<file path="config.mk">
export PLATFORM = sky130hd
export DESIGN_NAME = fifo_rr_write_arbiter_flat
export DESIGN_NICKNAME = d
export VERILOG_FILES = /design/src/rtl/fifo_rr_write_arbiter_if.sv /design/src/rtl/fifo_rr_write_arbiter.sv /design/src/flat_wrapper.sv
export SDC_FILE = /design/constraint.sdc
export NUM_CORES = 1
export LEC_CHECK = 0
export ABC_AREA = 1
export CAP_MARGIN = 20
export CORE_ASPECT_RATIO = 0.7
export CORE_MARGIN = 2
export CORE_UTILIZATION = 60
export CTS_BUF_LIST = sky130_fd_sc_hd__clkbuf_16
export CTS_CLUSTER_SIZE = 14
export DETAILED_ROUTE_END_ITERATION = 10
export DONT_BUFFER_PORTS = 1
export GPL_ROUTABILITY_DRIVEN = 0
export PLACE_DENSITY = 0.76
export SYNTH_ARGS = -nofsm -noshare
export SYNTH_HDL_FRONTEND = slang
export SYNTH_SLANG_ARGS = --single-unit
</file>
<file path="constraint.sdc">
create_clock -name clk -period 4.3 [get_ports clk]
set_input_delay 0 -clock clk [delete_from_list [all_inputs] [get_ports clk]]
set_output_delay 0 -clock clk [all_outputs]
set_load 0.05 [all_outputs]
</file>
<file path="src/rtl/fifo_rr_write_arbiter_if.sv">
// Bundle of producer handshake and FIFO-side signals for the round-robin
// write arbiter. The arbiter uses the master view. The producers and the FIFO
// model use the slave view.
interface fifo_rr_write_arbiter_if #(
    parameter int N_REQ     = 4,
    parameter int BITS      = 12,
    parameter int CNT_WIDTH = 4
);
    logic [N_REQ-1:0]      req;
    logic [N_REQ*BITS-1:0] req_data;
    logic [N_REQ-1:0]      gnt;
    logic                  fifo_write;
    logic [BITS-1:0]       fifo_data;
    logic                  fifo_read;
    logic                  fifo_ready;
    logic                  fifo_ovf;
    logic [CNT_WIDTH-1:0]  level;
    logic                  full;
    logic                  ovf_err;

    modport master (
        input  req, req_data, fifo_read, fifo_ready, fifo_ovf,
        output gnt, fifo_write, fifo_data, level, full, ovf_err
    );

    modport slave (
        output req, req_data, fifo_read, fifo_ready, fifo_ovf,
        input  gnt, fifo_write, fifo_data, level, full, ovf_err
    );
endinterface

</file>
<file path="src/rtl/fifo_rr_write_arbiter.sv">
// Round-robin write arbiter in front of a FIFO (mySRAM).
// A credit counter tracks FIFO occupancy, so the FIFO is never written when it
// is full. Each producer may own the port for up to BURST consecutive words.
module fifo_rr_write_arbiter #(
    parameter int N_REQ      = 4,
    parameter int BITS       = 12,
    parameter int WORD_DEPTH = 8,
    parameter int CNT_WIDTH  = 4,
    parameter int BURST      = 4
) (
    input  logic                    clk,
    input  logic                    rst_n,
    fifo_rr_write_arbiter_if.master bus
);
    localparam int PTR_W = (N_REQ > 1) ? $clog2(N_REQ) : 1;
    localparam int BC_W  = $clog2(BURST + 1);
    localparam logic [CNT_WIDTH-1:0] CAP = CNT_WIDTH'(WORD_DEPTH - 1);

    typedef enum logic {IDLE, OWN} state_t;

    state_t               state;
    logic [PTR_W-1:0]     rr_ptr;
    logic [PTR_W-1:0]     owner;
    logic [BC_W-1:0]      burst_cnt;
    logic [BC_W-1:0]      burst_next;
    logic [CNT_WIDTH-1:0] level_q;
    logic [BITS-1:0]      data_q;
    logic                 write_q;
    logic                 ovf_q;

    logic [PTR_W-1:0]     sel_idx;
    logic                 found;
    logic [PTR_W-1:0]     grant_idx;
    logic [N_REQ-1:0]     gnt_c;
    logic                 accept;
    logic                 pop;
    logic                 full_c;

    function automatic logic [PTR_W-1:0] next_idx(input logic [PTR_W-1:0] i);
        if (i == PTR_W'(N_REQ - 1)) begin
            return '0;
        end
        return i + PTR_W'(1);
    endfunction

    assign full_c     = (level_q == CAP);
    assign pop        = bus.fifo_read && bus.fifo_ready && (level_q != '0);
    assign burst_next = burst_cnt + BC_W'(1);
    assign grant_idx  = (state == OWN) ? owner : sel_idx;
    assign accept     = |(bus.req & gnt_c);

    // Find the first active requester, scanning upward from rr_ptr with wrap-around.
    always_comb begin
        int               j;
        logic [PTR_W-1:0] jj;
        found   = 1'b0;
        sel_idx = '0;
        j       = 0;
        jj      = '0;
        for (int k = 0; k < N_REQ; k++) begin
            j = int'(rr_ptr) + k;
            if (j >= N_REQ) begin
                j = j - N_REQ;
            end
            jj = PTR_W'(j);
            if (!found && bus.req[jj]) begin
                found   = 1'b1;
                sel_idx = jj;
            end
        end
    end

    // Grant vector. It is held at zero in reset and while the credits are exhausted.
    always_comb begin
        gnt_c = '0;
        if (rst_n && !full_c) begin
            case (state)
                IDLE: if (found) gnt_c[sel_idx] = 1'b1;
                OWN:  if (bus.req[owner]) gnt_c[owner] = 1'b1;
                default: gnt_c = '0;
            endcase
        end
    end

    // Arbitration FSM. In OWN state, any cycle that does not accept a word hands the port back.
    always_ff @(posedge clk or negedge rst_n) begin
        if (!rst_n) begin
            state     <= IDLE;
            rr_ptr    <= '0;
            owner     <= '0;
            burst_cnt <= '0;
        end else begin
            case (state)
                IDLE: begin
                    if (accept) begin
                        owner     <= sel_idx;
                        burst_cnt <= BC_W'(1);
                        if (BURST > 1) begin
                            state <= OWN;
                        end else begin
                            rr_ptr <= next_idx(sel_idx);
                        end
                    end
                end
                OWN: begin
                    if (accept && (burst_next != BC_W'(BURST))) begin
                        burst_cnt <= burst_next;
                    end else begin
                        if (accept) begin
                            burst_cnt <= burst_next;
                        end
                        state  <= IDLE;
                        rr_ptr <= next_idx(owner);
                    end
                end
                default: state <= IDLE;
            endcase
        end
    end

    // Register the accepted word toward the FIFO. The data holds its value when nothing is accepted.
    always_ff @(posedge clk or negedge rst_n) begin
        if (!rst_n) begin
            write_q <= 1'b0;
            data_q  <= '0;
        end else begin
            write_q <= accept;
            if (accept) begin
                data_q <= bus.req_data[grant_idx*BITS +: BITS];
            end
        end
    end

    // Credit counter. An acceptance and a pop in the same cycle cancel each other out.
    always_ff @(posedge clk or negedge rst_n) begin
        if (!rst_n) begin
            level_q <= '0;
        end else if (accept && !pop) begin
            level_q <= level_q + CNT_WIDTH'(1);
        end else if (!accept && pop) begin
            level_q <= level_q - CNT_WIDTH'(1);
        end
    end

    // Sticky overflow flag. A FIFO overflow means the credit model has a bug.
    always_ff @(posedge clk or negedge rst_n) begin
        if (!rst_n) begin
            ovf_q <= 1'b0;
        end else if (bus.fifo_ovf) begin
            ovf_q <= 1'b1;
        end
    end

    assign bus.gnt        = gnt_c;
    assign bus.fifo_write = write_q;
    assign bus.fifo_data  = data_q;
    assign bus.level      = level_q;
    assign bus.full       = full_c;
    assign bus.ovf_err    = ovf_q;
endmodule

</file>
<file path="src/flat_wrapper.sv">
// flat-port wrapper written by rule: the top's interface ports become plain ports
module fifo_rr_write_arbiter_flat 
#(
    parameter int N_REQ      = 4,
    parameter int BITS       = 12,
    parameter int WORD_DEPTH = 8,
    parameter int CNT_WIDTH  = 4,
    parameter int BURST      = 4
)
  (clk, rst_n, bus_req, bus_req_data, bus_fifo_read, bus_fifo_ready, bus_fifo_ovf, bus_gnt, bus_fifo_write, bus_fifo_data, bus_level, bus_full, bus_ovf_err);
  fifo_rr_write_arbiter_if #(.N_REQ(N_REQ), .BITS(BITS), .CNT_WIDTH(CNT_WIDTH)) bus_i ();
  input  logic clk;
  input  logic rst_n;
  input wire logic [$bits(bus_i.req)-1:0] bus_req;
  input wire logic [$bits(bus_i.req_data)-1:0] bus_req_data;
  input wire logic [$bits(bus_i.fifo_read)-1:0] bus_fifo_read;
  input wire logic [$bits(bus_i.fifo_ready)-1:0] bus_fifo_ready;
  input wire logic [$bits(bus_i.fifo_ovf)-1:0] bus_fifo_ovf;
  output wire logic [$bits(bus_i.gnt)-1:0] bus_gnt;
  output wire logic [$bits(bus_i.fifo_write)-1:0] bus_fifo_write;
  output wire logic [$bits(bus_i.fifo_data)-1:0] bus_fifo_data;
  output wire logic [$bits(bus_i.level)-1:0] bus_level;
  output wire logic [$bits(bus_i.full)-1:0] bus_full;
  output wire logic [$bits(bus_i.ovf_err)-1:0] bus_ovf_err;
  assign bus_i.req = bus_req;
  assign bus_i.req_data = bus_req_data;
  assign bus_i.fifo_read = bus_fifo_read;
  assign bus_i.fifo_ready = bus_fifo_ready;
  assign bus_i.fifo_ovf = bus_fifo_ovf;
  assign bus_gnt = bus_i.gnt;
  assign bus_fifo_write = bus_i.fifo_write;
  assign bus_fifo_data = bus_i.fifo_data;
  assign bus_level = bus_i.level;
  assign bus_full = bus_i.full;
  assign bus_ovf_err = bus_i.ovf_err;
  fifo_rr_write_arbiter #(.N_REQ(N_REQ), .BITS(BITS), .WORD_DEPTH(WORD_DEPTH), .CNT_WIDTH(CNT_WIDTH), .BURST(BURST)) u_core (.clk(clk), .rst_n(rst_n), .bus(bus_i));
endmodule
</file>
**After elaboration in Yosys (flattened, before gate mapping)**

Index checks and enable logic that the tools add are counted.

- Register bits: 26
- Bits of input ports: 57
- Output and inout bits: 23
- Logic and storage cells: 111

- Add/subtract/negate cells: 11
- Multipliers: 1
- Order comparisons: 12
- Equal/unequal tests: 6
- Shifts and indexed selects: 1
- Mux-type cells: 47
- Bitwise logic cells: 2
- Reduce and logical (&&, ||, !) cells: 23

Operators by type and width:

| cell | count |
|---|---|
| variable part select 48 x 7 -> 12 bit | 1 |
| 2-to-1 mux 2 bit | 13 |
| 2-to-1 mux 4 bit | 5 |
| < comparator 2 x 3 -> 1 bit, second input constant | 6 |
| 2-to-1 mux 1 bit | 16 |
| logical AND 1 bit | 11 |
| binary-select mux 1 bit (select 2 bit) | 5 |
| greater-or-equal comparator 3 bit, second input constant | 3 |
| 2-to-1 mux 3 bit | 3 |
| case mux 4 bit (2 select lines) | 1 |
| subtractor 2 x 1 -> 2 bit, second input constant | 4 |
| adder 2 x 2 -> 3 bit, second input constant | 2 |
| zero test 1 bit | 6 |
| inequality test 3 bit, second input constant | 2 |
| case mux 3 bit (2 select lines) | 1 |
| AND reduction 2 bit | 3 |
| adder 4 x 1 -> 4 bit, second input constant | 1 |
| bitwise AND 4 bit | 1 |
| demux 1 bit (select 2 bit) | 2 |
| == test 4 x 3 -> 1 bit, second input constant | 1 |
| greater-or-equal comparator 2 x 1 -> 1 bit, second input constant | 2 |
| multiplier 2 x 2 -> 4 bit, second input constant | 1 |
| nonzero test 4 bit | 1 |
| OR reduction 4 bit | 1 |
| 11 further kinds | 11 |

**Logic depth before layout (Yosys ltp)**

- Depth after elaboration: 29
- Depth in mapped cells: 26
- Mapped depth without buffers: 25

**Least setup slack after synthesis**

Ideal clock, no wire load.

- Kind: reg2reg
- Start point: reg u_core.level_q[0], in the netlist u_core.bus.level[0]
- End point: reg u_core.level_q[3], in the netlist u_core.bus.level[3]
- Setup time: 145 ps
- Arrival time: 2954 ps
- Data required time: 4155 ps
- Path slack: 1201 ps
- Stages on the path, launching flop included: 20
- Buffers on the path: 1
- Clock period less this slack: 3099 ps
- Cell sequence: dfrtp_1 > nand4_1 > nand2_1 > a21oi_1 > nand2_2 > inv_1 > nand3_2 > nand2_4 > nor2_8 > inv_4 > buf_6 > ha_1 > inv_1 > ha_1 > and3_1 > a211oi_1 > nand2_1 > nand2_1 > nor2_1 > xor2_1

- Cells in the longest elaborated chain, start to end: 9
- Elaborated cells on any way between the ends: 17
- Classes of those cells: add/sub: 2; eq/ne: 1; mux: 3; bitwise: 1; reduce/logical: 10

RTL lines:

| what | RTL line | text |
|---|---|---|
| start, declared | fifo_rr_write_arbiter.sv:26 | `logic [CNT_WIDTH-1:0] level_q;` |
| start signal, assigned | fifo_rr_write_arbiter.sv:139 | `level_q <= level_q + CNT_WIDTH'(1);` |
| start signal, assigned | fifo_rr_write_arbiter.sv:141 | `level_q <= level_q - CNT_WIDTH'(1);` |
| == test 4 x 3 -> 1 bit (*) | fifo_rr_write_arbiter.sv:46 | `assign full_c = (level_q == CAP);` |
| zero test 1 bit (*) | fifo_rr_write_arbiter.sv:76 | `if (rst_n && !full_c) begin` |
| logical AND 1 bit (*) | fifo_rr_write_arbiter.sv:76 |  |
| 2-to-1 mux 4 bit (*) | fifo_rr_write_arbiter.sv:76 |  |
| bitwise AND 4 bit (*) | fifo_rr_write_arbiter.sv:50 | `assign accept = \|(bus.req & gnt_c);` |
| OR reduction 4 bit (*) | fifo_rr_write_arbiter.sv:50 |  |
| named net u_core.accept | fifo_rr_write_arbiter.sv:35 | `logic accept;` |
| zero test 1 bit | fifo_rr_write_arbiter.sv:140 | `end else if (!accept && pop) begin` |
| logical AND 1 bit | fifo_rr_write_arbiter.sv:140 |  |
| nonzero test 2 bit (no line) | n/a |  |

The timed path passes the listed nets; every way through them passes the cells marked *. The select of a mux whose other input is x is not followed.
A chain may end at the register's enable or synchronous reset.

**Worst setup path in the final report**

- Start point: reg u_core.rr_ptr[0]
- End point: reg u_core.level_q[3], in the netlist u_core.bus.level[3]

- Cells in the longest elaborated chain, start to end: 26
- Elaborated cells on any way between the ends: 52
- Classes of those cells: add/sub: 7; order compare: 6; mux: 26; bitwise: 1; reduce/logical: 12

RTL lines:

| what | RTL line | text |
|---|---|---|
| start, declared | fifo_rr_write_arbiter.sv:22 | `logic [PTR_W-1:0] rr_ptr;` |
| start signal, assigned | fifo_rr_write_arbiter.sv:101 | `rr_ptr <= next_idx(sel_idx);` |
| start signal, assigned | fifo_rr_write_arbiter.sv:113 | `rr_ptr <= next_idx(owner);` |
| parallel branches: the longest is 18 deep, another holds adder 2 x 1 -> 3 bit | n/a |  |
| 2-to-1 mux 4 bit (*) | fifo_rr_write_arbiter.sv:78 | `IDLE: if (found) gnt_c[sel_idx] = 1'b1;` |
| case mux 4 bit (2 select lines) (*) | fifo_rr_write_arbiter.sv:77 | `case (state)` |
| 2-to-1 mux 4 bit (*) | fifo_rr_write_arbiter.sv:76 |  |
| bitwise AND 4 bit (*) | fifo_rr_write_arbiter.sv:50 |  |
| OR reduction 4 bit (*) | fifo_rr_write_arbiter.sv:50 |  |
| zero test 1 bit | fifo_rr_write_arbiter.sv:140 |  |
| logical AND 1 bit | fifo_rr_write_arbiter.sv:140 |  |
| nonzero test 2 bit (no line) | n/a |  |

Mark *: on every way between the ends. The select of a mux whose other input is x is not followed.

==> results.yml <==
clock_tree:
  cts_buffer_depth: 2
  cts_tree: "built"
  cts_inserted_buffers: 3
  worstSkewPairLatency_ps: 260
  cts_sinks: 26
  cts_max_level: 1
  clkTransAtPathRegs_ps: 70
  root_buffer: "clkbuf_16"
setup_path:
  critPathCaptureType: "flip-flop"
  cp-start-kind: "flip-flop"
  worstPathCellList: "inv_2, nand2_1, nand2_1, nand2_2, inv_1, a21boi_0, nand2_1, inv_2, nand3_2, nand2_2, inv_1, nand3_2, nand2_4, nor2_8, inv_4, ha_1, inv_1, ha_1, and3_1, a211oi_1, nand2_1, nand2_1, nor2_1, xor2_1"
  cp.arrival_ps: 3720
  required_ps: 4430
  reg2reg_setup_slack_ps: 710
  cpMostUsedCell: "nand2_1"
  crit_fanout: 18
  path_class: "reg2reg"
  max_stage_delay_ps: 560
  crit_path_top_delay_cell: "dfrtp_1"
synthesis:
  yosysSeqAreaShare_pct: 29.6
  post_synth_num_cell_types: 36
  async_flop_share_pct: 100
  yosys-top-cells-count: "nand2_1, inv_1, dfrtp_1"
  synthMostInstantiatedCell: "nand2_1"
  synth_area_um2: 2200
  synthTopCellsByArea: "dfrtp_1, nand2_1, inv_1, o211ai_1, ha_1"
  synth_edf_count: 0
  ys_seq_elements: 26
  synth_top_area_share_pct: 29.6
  synth_largest_area_cell: "dfrtp_1"
  avgSynthCellArea_um2: 6.79
  synth_ff_type: "dfrtp_1"
  synthesis.nets: 391
  yosysWarnings: 0
  synth_cells: 324
finish:
  utilization_pct: 68.3
  nFillCells: 328
  area_growth_pct: 9.04
  final_layout_size_suffix_gt1_share_pct: 11.6
  antenna_cells: 0
  nets: 396
detailed_routing:
  firstDrtPassIters: 4
  drt_iter0_drc: 118
  vias: 1990
  wl_per_cell_um: 12.8
  drc: 0
  final_antenna_net_count: 0
  routed_wirelength_um: 4840
  vias_per_cell: 5.26
status:
  status: "finished with violations"
  violations: "negative hold slack"
grt:
  met1_usage_pct: 31.9
  grt_max_degree: 49
  antenna_found_initial: 0
  top_usage_layer: "met2"
  use_met2_pct: 36.9
  grt_pass1_wl_um: 7600
  met3_usage_pct: 7.59
  grt_use_total_pct: 23.1
  grt-ovfl-total: 0
  grt_pass1_vias: 1610
floorplan:
  rows: 18
  die_area_um2: 4170
  io-pin-count: 80
  initial_core_util_pct: 62.6
  fp.dieW_um: 76.4
  core_area_um2: 3510
  fp.dieH_um: 54.7
sta:
  final_max_slew_viol_count: 0
  final-hold-violation-count: 3
  tns_ps: 0
  worst_pin_slew_ps: 909
  slew_headroom_pct: 39.2
  post-route-period-util_pct: 83.5
  rsz0062_at_grt: "false"
  clock-skew-final_ps: 2.34
  setup_viol: 0
  fmax_ghz: 0.279
  whs_ps: -4.41
  min_period_ps: 3590
job:
  cap_violations: 0
hold_path:
  hp-class: "in2reg"
placement:
  port_buffers: 0
  hpwlAfterDp_um: 3570
==> what timing repair did <==
item / 4_1_cts / 5_1_grt
hold endpoints to repair: 31 / 0
setup buffers: 0 / 0
hold buffers: 8 / 0
resized for setup: 0 / 0
==> worst paths after layout <==
path,from,end,cells past startpoint
max,u_core.rr_ptr[0]$_DFFE_PN0P_,u_core.bus.level[3]$_DFFE_PN0P_,24
min,bus_req_data[41],u_core.bus.fifo_data[5]$_DFFE_PN0P_,4
max in group asynchronous,rst_n,u_core.owner[0]$_DFFE_PN0P_,2
max reg2reg,u_core.rr_ptr[0]$_DFFE_PN0P_,u_core.bus.level[3]$_DFFE_PN0P_,24
min reg2reg,u_core.burst_cnt[2]$_DFFE_PN0P_,u_core.burst_cnt[2]$_DFFE_PN0P_,2
min in group asynchronous,rst_n,u_core.rr_ptr[1]$_DFFE_PN0P_,2
==> layout by cell type (no fill, tap or decap), drive strengths merged, types with 3 or more instances in the layout <==
master       instances
a21oi                6
buf                  4
clkbuf               3
dfrtp               26
dlygate4sd3          7
ha                   9
inv                 50
nand2              141
nand3               18
nand4                3
nor2                10
o211ai              24
o21ai               12
xnor2                3
==> stage by stage <==
stage	setup slack, ps	cell area [um2]	cells
6_report	710	2400	378
5_1_grt	342	2400	378
4_1_cts	711	2400	378
3_5_place_dp	739	2200	366
3_3_place_gp	835	2200	366
2_1_floorplan	1200	2200	324
==> worst max-delay path: cells and delay by family, from the launching register on <==
family	cells	cell delay (ps)
buffers and inverters	6	550
adder cells (fa/ha/maj)	2	500
AO/OA/AOI/OAI	2	400
flip-flops	1	560
XOR/XNOR	1	130
AND/OR/NAND/NOR	13	1310
==> state kept, by name (all words and copies together) (netlist names) <==
signal                 cells
u_core.burst_cnt           3
u_core.bus.fifo_write      1
u_core.owner               2
u_core.bus.ovf_err         1
u_core.bus.level           4
u_core.rr_ptr              2
u_core.bus.fifo_data      12
u_core.state               1
==> area by class of cell <==
cell class	instances	area (um2)	area share [%]
clock buffers	3	75.1	3.13
clock inverters	1	30.0	1.25
multi-input cells	236	1270	53.1
inverters	51	194	8.09
well taps	50	62.6	2.61
flip-flops and latches	26	651	27.1
repair buffers	11	113	4.69
==> cells by family after synthesis <==
kind of cell,after synthesis,synth area share [%]
flip-flops,26,29.6
AND/OR/NAND/NOR,178,36.3
XOR/XNOR,4,1.59
AO/OA/AOI/OAI,44,13.7
adder cells (fa/ha/maj),10,6.03
buffers and inverters,62,12.8
==> per-layer routing <==
layer / share of wire, % / routed length [um]
met5: 0 / 0
met4: 0.79 / 38
met1: 48 / 2320
met2: 45 / 2160
met3: 6.6 / 321
Power is left out: the tool's default activity adds up to more than one toggle a clock period on the data nets, which glitch-free logic cannot reach.
